## config.mk

```make
export PLATFORM = sky130hd
export DESIGN_NAME = ysyx_22040895_ctrl_flat
export DESIGN_NICKNAME = d
export VERILOG_FILES = /design/src/rtl/ysyx_22040895_ctrl_if.sv /design/src/rtl/ysyx_22040895_ctrl.sv /design/src/flat_wrapper.sv
export SDC_FILE = /design/constraint.sdc
export NUM_CORES = 1
export LEC_CHECK = 0
export BUFFER_PORTS_ARGS = -buffer_cell sky130_fd_sc_hd__buf_4
export CAP_MARGIN = 20
export CORE_AREA = 2 2 106 211
export CTS_CLUSTER_SIZE = 40
export DETAILED_ROUTE_END_ITERATION = 8
export DIE_AREA = 0 0 108 213
export GPL_TIMING_DRIVEN = 0
export PLACE_DENSITY = 0.58
export SYNTH_ARGS = -nofsm -noshare
export SYNTH_HDL_FRONTEND = slang
export SYNTH_SLANG_ARGS = --single-unit
```

## constraint.sdc

```tcl
create_clock -name clk -period 3.4 [get_ports clk]
set_clock_uncertainty 0.1 [all_clocks]
set_input_delay 0.51 -clock clk [delete_from_list [all_inputs] [get_ports clk]]
set_output_delay 0.51 -clock clk [all_outputs]
set_load 0.01 [all_outputs]
```

## src/rtl/ysyx_22040895_ctrl_if.sv

```systemverilog
// Control-unit bus: decoded instruction fields, fetch/LSU handshakes,
// datapath strobes and status/counter outputs.
//
// Handshake: a request (ifu_req_o / lsu_req_o) stays high, unchanged,
// until the matching ready is seen high on a rising edge while the request
// is high; that edge completes the transfer. Ready seen in the same cycle
// the request first rises is accepted. Ready while no request is high is
// ignored.
`timescale 1ns/1ps
interface ysyx_22040895_ctrl_if;
    logic [6:0]  opcode_i;
    logic [2:0]  func3_i;
    logic [11:0] imm1_i;
    logic        ifu_req_o;
    logic        ifu_ready_i;
    logic        ir_we_o;
    logic        lsu_req_o;
    logic        lsu_we_o;
    logic        lsu_ready_i;
    logic        rf_we_o;
    logic        pc_we_o;
    logic        halt_o;
    logic [1:0]  halt_code_o;
    logic [2:0]  state_o;
    logic [63:0] cycle_cnt_o;
    logic [63:0] instret_o;

    // Controller side.
    modport master (
        input  opcode_i, func3_i, imm1_i, ifu_ready_i, lsu_ready_i,
        output ifu_req_o, ir_we_o, lsu_req_o, lsu_we_o, rf_we_o, pc_we_o,
        output halt_o, halt_code_o, state_o, cycle_cnt_o, instret_o
    );

    // Environment side (decode stage, fetch unit, LSU, observers).
    modport slave (
        output opcode_i, func3_i, imm1_i, ifu_ready_i, lsu_ready_i,
        input  ifu_req_o, ir_we_o, lsu_req_o, lsu_we_o, rf_we_o, pc_we_o,
        input  halt_o, halt_code_o, state_o, cycle_cnt_o, instret_o
    );
endinterface

```

## src/rtl/ysyx_22040895_ctrl.sv

```systemverilog
// Multi-cycle core controller: FETCH -> DECODE -> EXEC -> (MEM) -> WB,
// with fetch/LSU wait timeouts, ebreak/illegal halts and 64-bit
// active-cycle and retired-instruction counters.
`timescale 1ns/1ps
module ysyx_22040895_ctrl #(
    parameter int unsigned MEM_TIMEOUT = 255
) (
    input  logic                    clk,
    input  logic                    rst,
    ysyx_22040895_ctrl_if.master    bus
);

    typedef enum logic [2:0] {
        S_RESET  = 3'b000,
        S_FETCH  = 3'b001,
        S_DECODE = 3'b010,
        S_EXEC   = 3'b011,
        S_MEM    = 3'b100,
        S_WB     = 3'b101,
        S_HALT   = 3'b110,
        S_BAD    = 3'b111
    } state_e;

    localparam logic [1:0] HC_NONE    = 2'b00;
    localparam logic [1:0] HC_EBREAK  = 2'b01;
    localparam logic [1:0] HC_ILLEGAL = 2'b10;
    localparam logic [1:0] HC_TIMEOUT = 2'b11;

    localparam logic [6:0] OP_LUI    = 7'b0110111;
    localparam logic [6:0] OP_AUIPC  = 7'b0010111;
    localparam logic [6:0] OP_JAL    = 7'b1101111;
    localparam logic [6:0] OP_JALR   = 7'b1100111;
    localparam logic [6:0] OP_BRANCH = 7'b1100011;
    localparam logic [6:0] OP_LOAD   = 7'b0000011;
    localparam logic [6:0] OP_STORE  = 7'b0100011;
    localparam logic [6:0] OP_IMM    = 7'b0010011;
    localparam logic [6:0] OP_REG    = 7'b0110011;
    localparam logic [6:0] OP_IMM32  = 7'b0011011;
    localparam logic [6:0] OP_REG32  = 7'b0111011;
    localparam logic [6:0] OP_SYSTEM = 7'b1110011;

    // Timeout threshold widened by one bit so the wait+1 compare cannot wrap.
    localparam logic [8:0] TIMEOUT_LIM = MEM_TIMEOUT[8:0];

    state_e      state_q;
    logic [7:0]  wait_q;
    logic [1:0]  halt_code_q;
    logic        cls_mem_q;     // registered class: load or store
    logic        cls_store_q;   // registered class: store
    logic        cls_rf_q;      // registered class: writes the register file
    logic [63:0] cycle_cnt_q;
    logic [63:0] instret_q;

    logic        dec_legal_d;
    logic        dec_ebreak_d;
    logic        dec_mem_d;
    logic        dec_store_d;
    logic        dec_rf_d;
    logic [7:0]  wait_d;
    logic        wait_expired_d;
    logic        active_d;

    // Classify the instruction presented by the decode stage.
    always_comb begin
        dec_legal_d  = 1'b0;
        dec_ebreak_d = 1'b0;
        unique case (bus.opcode_i)
            OP_LUI, OP_AUIPC, OP_JAL, OP_JALR, OP_BRANCH, OP_LOAD,
            OP_STORE, OP_IMM, OP_REG, OP_IMM32, OP_REG32: dec_legal_d = 1'b1;
            OP_SYSTEM: dec_ebreak_d = (bus.func3_i == 3'b000) &&
                                      (bus.imm1_i == 12'h001);
            default: dec_legal_d = 1'b0;
        endcase
        dec_store_d = (bus.opcode_i == OP_STORE);
        dec_mem_d   = (bus.opcode_i == OP_LOAD) || dec_store_d;
        dec_rf_d    = !((bus.opcode_i == OP_BRANCH) || dec_store_d);
    end

    // Wait-cycle bookkeeping shared by the FETCH and MEM handshakes.
    always_comb begin
        wait_d         = wait_q + 8'd1;
        wait_expired_d = ({1'b0, wait_q} + 9'd1) >= TIMEOUT_LIM;
        active_d       = (state_q == S_FETCH) || (state_q == S_DECODE) ||
                         (state_q == S_EXEC)  || (state_q == S_MEM)    ||
                         (state_q == S_WB);
    end

    // Controller FSM, registered instruction class and counters.
    always_ff @(posedge clk) begin
        if (rst) begin
            state_q     <= S_RESET;
            wait_q      <= 8'd0;
            halt_code_q <= HC_NONE;
            cls_mem_q   <= 1'b0;
            cls_store_q <= 1'b0;
            cls_rf_q    <= 1'b0;
            cycle_cnt_q <= 64'd0;
            instret_q   <= 64'd0;
        end else begin
            if (active_d) begin
                cycle_cnt_q <= cycle_cnt_q + 64'd1;
            end
            unique case (state_q)
                S_RESET: begin
                    state_q <= S_FETCH;
                    wait_q  <= 8'd0;
                end
                S_FETCH: begin
                    if (bus.ifu_ready_i) begin
                        state_q <= S_DECODE;
                    end else if (wait_expired_d) begin
                        state_q     <= S_HALT;
                        halt_code_q <= HC_TIMEOUT;
                    end else begin
                        wait_q <= wait_d;
                    end
                end
                S_DECODE: begin
                    if (dec_legal_d) begin
                        state_q     <= S_EXEC;
                        cls_mem_q   <= dec_mem_d;
                        cls_store_q <= dec_store_d;
                        cls_rf_q    <= dec_rf_d;
                    end else if (dec_ebreak_d) begin
                        state_q     <= S_HALT;
                        halt_code_q <= HC_EBREAK;
                    end else begin
                        state_q     <= S_HALT;
                        halt_code_q <= HC_ILLEGAL;
                    end
                end
                S_EXEC: begin
                    if (cls_mem_q) begin
                        state_q <= S_MEM;
                        wait_q  <= 8'd0;
                    end else begin
                        state_q <= S_WB;
                    end
                end
                S_MEM: begin
                    if (bus.lsu_ready_i) begin
                        state_q <= S_WB;
                    end else if (wait_expired_d) begin
                        state_q     <= S_HALT;
                        halt_code_q <= HC_TIMEOUT;
                    end else begin
                        wait_q <= wait_d;
                    end
                end
                S_WB: begin
                    state_q   <= S_FETCH;
                    wait_q    <= 8'd0;
                    instret_q <= instret_q + 64'd1;
                end
                S_HALT: begin
                    state_q <= S_HALT;
                end
                default: begin
                    state_q     <= S_HALT;
                    halt_code_q <= HC_ILLEGAL;
                end
            endcase
        end
    end

    // Strobes decode the registered state; only ir_we_o also looks at ready.
    assign bus.state_o     = state_q;
    assign bus.ifu_req_o   = (state_q == S_FETCH);
    assign bus.ir_we_o     = (state_q == S_FETCH) && bus.ifu_ready_i;
    assign bus.lsu_req_o   = (state_q == S_MEM);
    assign bus.lsu_we_o    = (state_q == S_MEM) && cls_store_q;
    assign bus.rf_we_o     = (state_q == S_WB) && cls_rf_q;
    assign bus.pc_we_o     = (state_q == S_WB);
    assign bus.halt_o      = (state_q == S_HALT);
    assign bus.halt_code_o = halt_code_q;
    assign bus.cycle_cnt_o = cycle_cnt_q;
    assign bus.instret_o   = instret_q;

endmodule
```

## src/flat_wrapper.sv

```systemverilog
// flat-port wrapper written by rule: the top's interface ports become plain ports
module ysyx_22040895_ctrl_flat 
#(
    parameter int unsigned MEM_TIMEOUT = 255
)
  (clk, rst, bus_opcode_i, bus_func3_i, bus_imm1_i, bus_ifu_ready_i, bus_lsu_ready_i, bus_ifu_req_o, bus_ir_we_o, bus_lsu_req_o, bus_lsu_we_o, bus_rf_we_o, bus_pc_we_o, bus_halt_o, bus_halt_code_o, bus_state_o, bus_cycle_cnt_o, bus_instret_o);
  ysyx_22040895_ctrl_if bus_i ();
  input  logic clk;
  input  logic rst;
  input wire logic [$bits(bus_i.opcode_i)-1:0] bus_opcode_i;
  input wire logic [$bits(bus_i.func3_i)-1:0] bus_func3_i;
  input wire logic [$bits(bus_i.imm1_i)-1:0] bus_imm1_i;
  input wire logic [$bits(bus_i.ifu_ready_i)-1:0] bus_ifu_ready_i;
  input wire logic [$bits(bus_i.lsu_ready_i)-1:0] bus_lsu_ready_i;
  output wire logic [$bits(bus_i.ifu_req_o)-1:0] bus_ifu_req_o;
  output wire logic [$bits(bus_i.ir_we_o)-1:0] bus_ir_we_o;
  output wire logic [$bits(bus_i.lsu_req_o)-1:0] bus_lsu_req_o;
  output wire logic [$bits(bus_i.lsu_we_o)-1:0] bus_lsu_we_o;
  output wire logic [$bits(bus_i.rf_we_o)-1:0] bus_rf_we_o;
  output wire logic [$bits(bus_i.pc_we_o)-1:0] bus_pc_we_o;
  output wire logic [$bits(bus_i.halt_o)-1:0] bus_halt_o;
  output wire logic [$bits(bus_i.halt_code_o)-1:0] bus_halt_code_o;
  output wire logic [$bits(bus_i.state_o)-1:0] bus_state_o;
  output wire logic [$bits(bus_i.cycle_cnt_o)-1:0] bus_cycle_cnt_o;
  output wire logic [$bits(bus_i.instret_o)-1:0] bus_instret_o;
  assign bus_i.opcode_i = bus_opcode_i;
  assign bus_i.func3_i = bus_func3_i;
  assign bus_i.imm1_i = bus_imm1_i;
  assign bus_i.ifu_ready_i = bus_ifu_ready_i;
  assign bus_i.lsu_ready_i = bus_lsu_ready_i;
  assign bus_ifu_req_o = bus_i.ifu_req_o;
  assign bus_ir_we_o = bus_i.ir_we_o;
  assign bus_lsu_req_o = bus_i.lsu_req_o;
  assign bus_lsu_we_o = bus_i.lsu_we_o;
  assign bus_rf_we_o = bus_i.rf_we_o;
  assign bus_pc_we_o = bus_i.pc_we_o;
  assign bus_halt_o = bus_i.halt_o;
  assign bus_halt_code_o = bus_i.halt_code_o;
  assign bus_state_o = bus_i.state_o;
  assign bus_cycle_cnt_o = bus_i.cycle_cnt_o;
  assign bus_instret_o = bus_i.instret_o;
  ysyx_22040895_ctrl #(.MEM_TIMEOUT(MEM_TIMEOUT)) u_core (.clk(clk), .rst(rst), .bus(bus_i));
endmodule
```

# After elaboration in Yosys (flattened, before gate mapping)
# Index checks and enable logic that the tools add are counted.
# Widths: inputs -> output; s select.
# totals
register_bits,144
# op_classes
addsub,4
n_eq_ne,23
mux,19
reduce_logical,20
bitwise,1
magnitude_cmp,1
# ops
cell,n
$add 64x1->64 const B,2
$mux 8,4
$pmux 8 s4,1
$eq 7x6->1 const B,4
$eq 7x7->1 const B,4
$eq 7x5->1 const B,3
$pmux 3 s5,1
$eq 12x1->1 const B,1
$mux 3,4
$reduce_or 11->1,1
$mux 2,5
$add 8x1->9 const B,1
$eq 3x3->1 const B,3
$ge 9x8->1 const B,1
$add 8x1->8 const B,1
$pmux 2 s4,1
$reduce_and 4->1,2
$eq 7x2->1 const B,1
$eq 3x2->1 const B,2
$logic_not 3->1,2
$logic_or 1x1->1,6
$ne 2x2->1 const B,3
$logic_and 1x1->1,4
$reduce_bool 4->1,1
8 further kinds,10

# Logic depth before layout (Yosys ltp)
# depth
word_depth,6
mapped_depth,9
mapped_depth_nobuf,7

# Worst setup path after synthesis
# OpenSTA, ideal clock, no wires.
# synth_path
kind,reg-to-reg
startpoint,"register u_core.instret_q[22], in the netlist u_core.bus.instret_o[22]"
endpoint,"register u_core.instret_q[58], in the netlist u_core.bus.instret_o[58]"
synth_period_minus_slack_ns,2.376
path_stages_with_launch,8
arrival_ns,2.206
path_slack_ns,1.024
setup_ns,0.071
path_cell_list,dfxtp_1 > and4_4 > nand4_4 > or4_1 > buf_2 > buf_6 > or4_1 > a21oi_1
# synth_between
elab_chain_cells,1
# synth_lines
element,line_no,source
"start, declared",ysyx_22040895_ctrl.sv:52,logic [63:0] instret_q;
"start signal, assigned",ysyx_22040895_ctrl.sv:153,instret_q <= instret_q + 64'd1;
$add 64x1->64,ysyx_22040895_ctrl.sv:153,
# No other way between the ends.
# A chain may end at the register's enable or synchronous reset.

# Worst setup path in the final report
# layout_path
startpoint,"register u_core.state_q[0], in the netlist u_core.bus.state_o[0]"
endpoint,"register u_core.cycle_cnt_q[47], in the netlist u_core.bus.cycle_cnt_o[47]"
# layout_between
elab_chain_cells,5
# layout_lines
element,line_no,source
"start, declared",ysyx_22040895_ctrl.sv:45,state_e state_q;
"start signal, assigned",ysyx_22040895_ctrl.sv:91,state_q <= S_RESET;
"start signal, assigned",ysyx_22040895_ctrl.sv:105,state_q <= S_FETCH;
"start signal, assigned",ysyx_22040895_ctrl.sv:110,state_q <= S_DECODE;
$eq 3x1->1 / $eq 3x2->1 (equally long branches),ysyx_22040895_ctrl.sv:83,active_d = (state_q == S_FETCH) || (state_q == S_DECODE) ||
$logic_or 1x1->1 (2 in series),ysyx_22040895_ctrl.sv:83,
$logic_or 1x1->1,ysyx_22040895_ctrl.sv:84,(state_q == S_EXEC) || (state_q == S_MEM) ||
$logic_or 1x1->1 *,ysyx_22040895_ctrl.sv:84,
"end signal, assigned",ysyx_22040895_ctrl.sv:101,cycle_cnt_q <= cycle_cnt_q + 64'd1;
"end, declared",ysyx_22040895_ctrl.sv:51,logic [63:0] cycle_cnt_q;
# Every way passes the cells marked *; elsewhere a longest branch is shown, timed or not.

==> impl_metrics.yaml <==
clock_tree:
  cts_root_buf: "clkbuf_16"
  ctsResizeCount: 0
  worstSkewPairLatency_ns: 0.44
  postCtsSetupBuffers: 0
  htree_levels: 4
  cts_buffers: 17
  cts.path.max_buffers: 2
  clock-sinks: 144
  clkSlewWorstSetupHoldPaths_ns: 0.06
  cts_hold_buf: 0
  cts_tree: "yes"
logic_synthesis:
  async_flop_share_pct: 0
  synth_cells: 905
  synth_ff_type: "dfxtp_1"
  synth-seq-cells: 144
  synth.cell_area_um2: 7370
  syn-num-nets: 935
  ys_types: 51
  yosys_warnings: 0
  yosysSeqAreaShare_pct: 39.1
  avgSynthCellArea_um2: 8.14
  synth-edff-count: 0
cells_and_area:
  final_cell_mix: "buf_4 (165), dfxtp_1 (144), a21oi_1 (85)"
  layout_commonest_cell: "buf_4"
  final_nets: 1119
  area_growth_pct: 28.9
  drive_gt1_share_pct: 20.2
  antenna_cells: 0
  fillCellCount: 2218
route:
  drc: 0
  via_per_inst: 5.49
  dr.first_iter.drc_count: 317
  wire_per_inst_um: 17.2
  drt-total-wl_um: 23700
  firstDrtPassIters: 5
  vias: 7542
  ant_nets: 0
floorplan:
  ios: 166
  die_w_um: 108
  die_h_um: 213
  start_util_pct: 34.4
  core_area_um2: 21400
  design.die.area_um2: 23000
  rows: 76
setup_path:
  rr_worst_depth: 8
  worstSetupPathType: "reg -> reg"
  start_kind: "flip-flop"
  r2r_setup_slack_ns: 0.43
  crit_fanout: 10
  end_kind: "flip-flop"
  reg2reg_from: "u_core.bus.state_o[0]"
  cp.arrival_ns: 3.20
  r2r-end: "u_core.bus.cycle_cnt_o[47]"
  required_ns: 3.62
sta:
  rsz0062_at_grt: "no"
  fin_ws_ns: 0.426
  worst_slew_pin_slew_ns: 0.968
  hold_violations: 0
  period_share_pct: 87.5
  timing.final.max_slew_violations: 0
  fin_hold_ws_ns: 0.307
  tns_ns: 0
  max_freq_mhz: 336
  maxSlewHeadroom_pct: 35.3
  finalCriticalPeriod_ns: 2.97
  setup_viol: 0
global_routing:
  grt_pass1_wl_um: 37700
  grt_use_met2_pct: 39.9
  grt_max_degree: 17
  grt_util_all_layers_pct: 20.9
  gr-total-overflow: 0
  grt_pass1_vias: 7362
  antenna_found_initial: 0
  grt_util_met3_pct: 5.10
  top_usage_layer: "met2"
  grtUsageMet1_pct: 20.6
hold_path:
  whs_path_depth: 3
  hp-class: "in -> reg"
  hp-start: "bus_ifu_ready_i"
  min_to: "u_core.bus.state_o[0]"
status:
  outcome: "completed"
power_and_ir_drop:
  peakVddDrop_v: 0.000261
  leakage_nw: 3.36
  powerDensity_nw_per_um2: 406
flow_run:
  drv_cap: 0
placement:
  gp_congestion: 0.835
  dpl_worst_slack_ns: 0.422
  dp_hpwl_um: 17900
  port_buffers: 165
-- worst max-delay path, cell delays in order (launching register included) --
cell	delay, ns
dfxtp_1	0.33
buf_2	0.20
nor3_1	0.12
and4b_1	0.28
clkbuf_1	0.43
nand3_1	0.34
clkbuf_1	0.39
nor3_1	0.31
mux2_2	0.36
-- logic make-up after synthesis --
group	after synthesis	share of synthesized area, %
xor gates and xnor gates	46	5.47
muxes	17	2.55
buffers and inverters	86	4.55
adders and majority gates	4	0.679
and+or+nand+nor	420	32.2
DFF	144	39.1
AOI/OAI and AO/OA	188	15.4
-- cell usage after synthesis, types with 5 or more instances --
| cell type | n | share of area, % |
|---|---|---|
| xor2_1 | 27 | 3.2 |
| o31ai_1 | 50 | 5.1 |
| or3_1 | 31 | 2.6 |
| nand2_1 | 56 | 2.9 |
| dfxtp_1 | 144 | 39 |
| a21oi_1 | 85 | 5.8 |
| nand4_1 | 34 | 2.9 |
| and3_1 | 12 | 1.0 |
| a31oi_1 | 8 | 0.68 |
| nor2_1 | 80 | 4.1 |
| or2_2 | 5 | 0.42 |
| or4_1 | 55 | 5.6 |
| mux2_2 | 14 | 2.1 |
| xnor2_1 | 19 | 2.3 |
| nand2b_1 | 9 | 0.76 |
| nor2b_1 | 10 | 0.85 |
| and4_1 | 11 | 1.3 |
| inv_1 | 27 | 1.4 |
| and2_1 | 10 | 0.85 |
| clkbuf_1 | 48 | 2.4 |
| nand4b_1 | 5 | 0.59 |
| buf_1 | 6 | 0.31 |
| nand3_1 | 48 | 3.3 |
| nor4_1 | 13 | 1.1 |
| o21ai_0 | 24 | 1.6 |
| nor3_1 | 24 | 1.6 |
-- how the worst max path moves through the flow --
stage	start	end	slack [ns]	cells after the start
finish	u_core.bus.state_o[0]	u_core.bus.cycle_cnt_o[47]	0.43	8
global route	u_core.bus.state_o[0]	u_core.bus.cycle_cnt_o[47]	0.24	8
CTS	u_core.bus.state_o[1]	u_core.bus.instret_o[59]	0.40	9
detailed placement	u_core.bus.state_o[1]	u_core.bus.instret_o[59]	0.42	9
global placement	u_core.bus.state_o[1]	u_core.bus.instret_o[61]	0.44	9
floorplan	u_core.bus.instret_o[22]	u_core.bus.instret_o[58]	1.02	7
-- state kept, by name, summed over array words and instances, names as in the netlist --
name                    count
u_core.cls_store_q          1
u_core.bus.state_o          3
u_core.bus.halt_code_o      2
u_core.bus.instret_o       64
u_core.cls_rf_q             1
u_core.wait_q               8
u_core.bus.cycle_cnt_o     64
u_core.cls_mem_q            1
-- area by class of cell --
class,count,area [µm²],area share [%]
buffer,59,234,2.46
inverter,27,101,1.07
clock buffer,24,492,5.18
timing repair buffer,165,1240,13.0
sequential,144,2880,30.4
multi-input combinational,675,4150,43.7
clock inverter,6,57.6,0.606
tap,273,342,3.60
-- stage by stage --
stage	util [%]	total power, mW	cells	area [µm²]
after floorplan	-	1.95	905	7370
after global placement	41.8	2.09	1343	8950
after detailed placement	41.8	2.09	1343	8950
after CTS	44.4	3.90	1373	9500
after global routing	44.4	4.00	1373	9500
final	44.4	3.85	1373	9500
-- per-layer routing --
layer / up-vias / part of all wire, %
li1: 3716 / -
met1: 3597 / 37
met2: 180 / 55
met3: 49 / 4.8
met4: 0 / 3.2
met5: - / 0
-- where the power goes --
group          internal, mW  leakage, nW  switching, mW  total [mW]
clock network          1.07        0.272          0.730        1.80
registers              1.71         1.16         0.0186        1.73
logic                 0.124         1.92          0.203       0.327
total                  2.90         3.36          0.951        3.85
No activity file was read; power rests on OpenSTA's default activity.
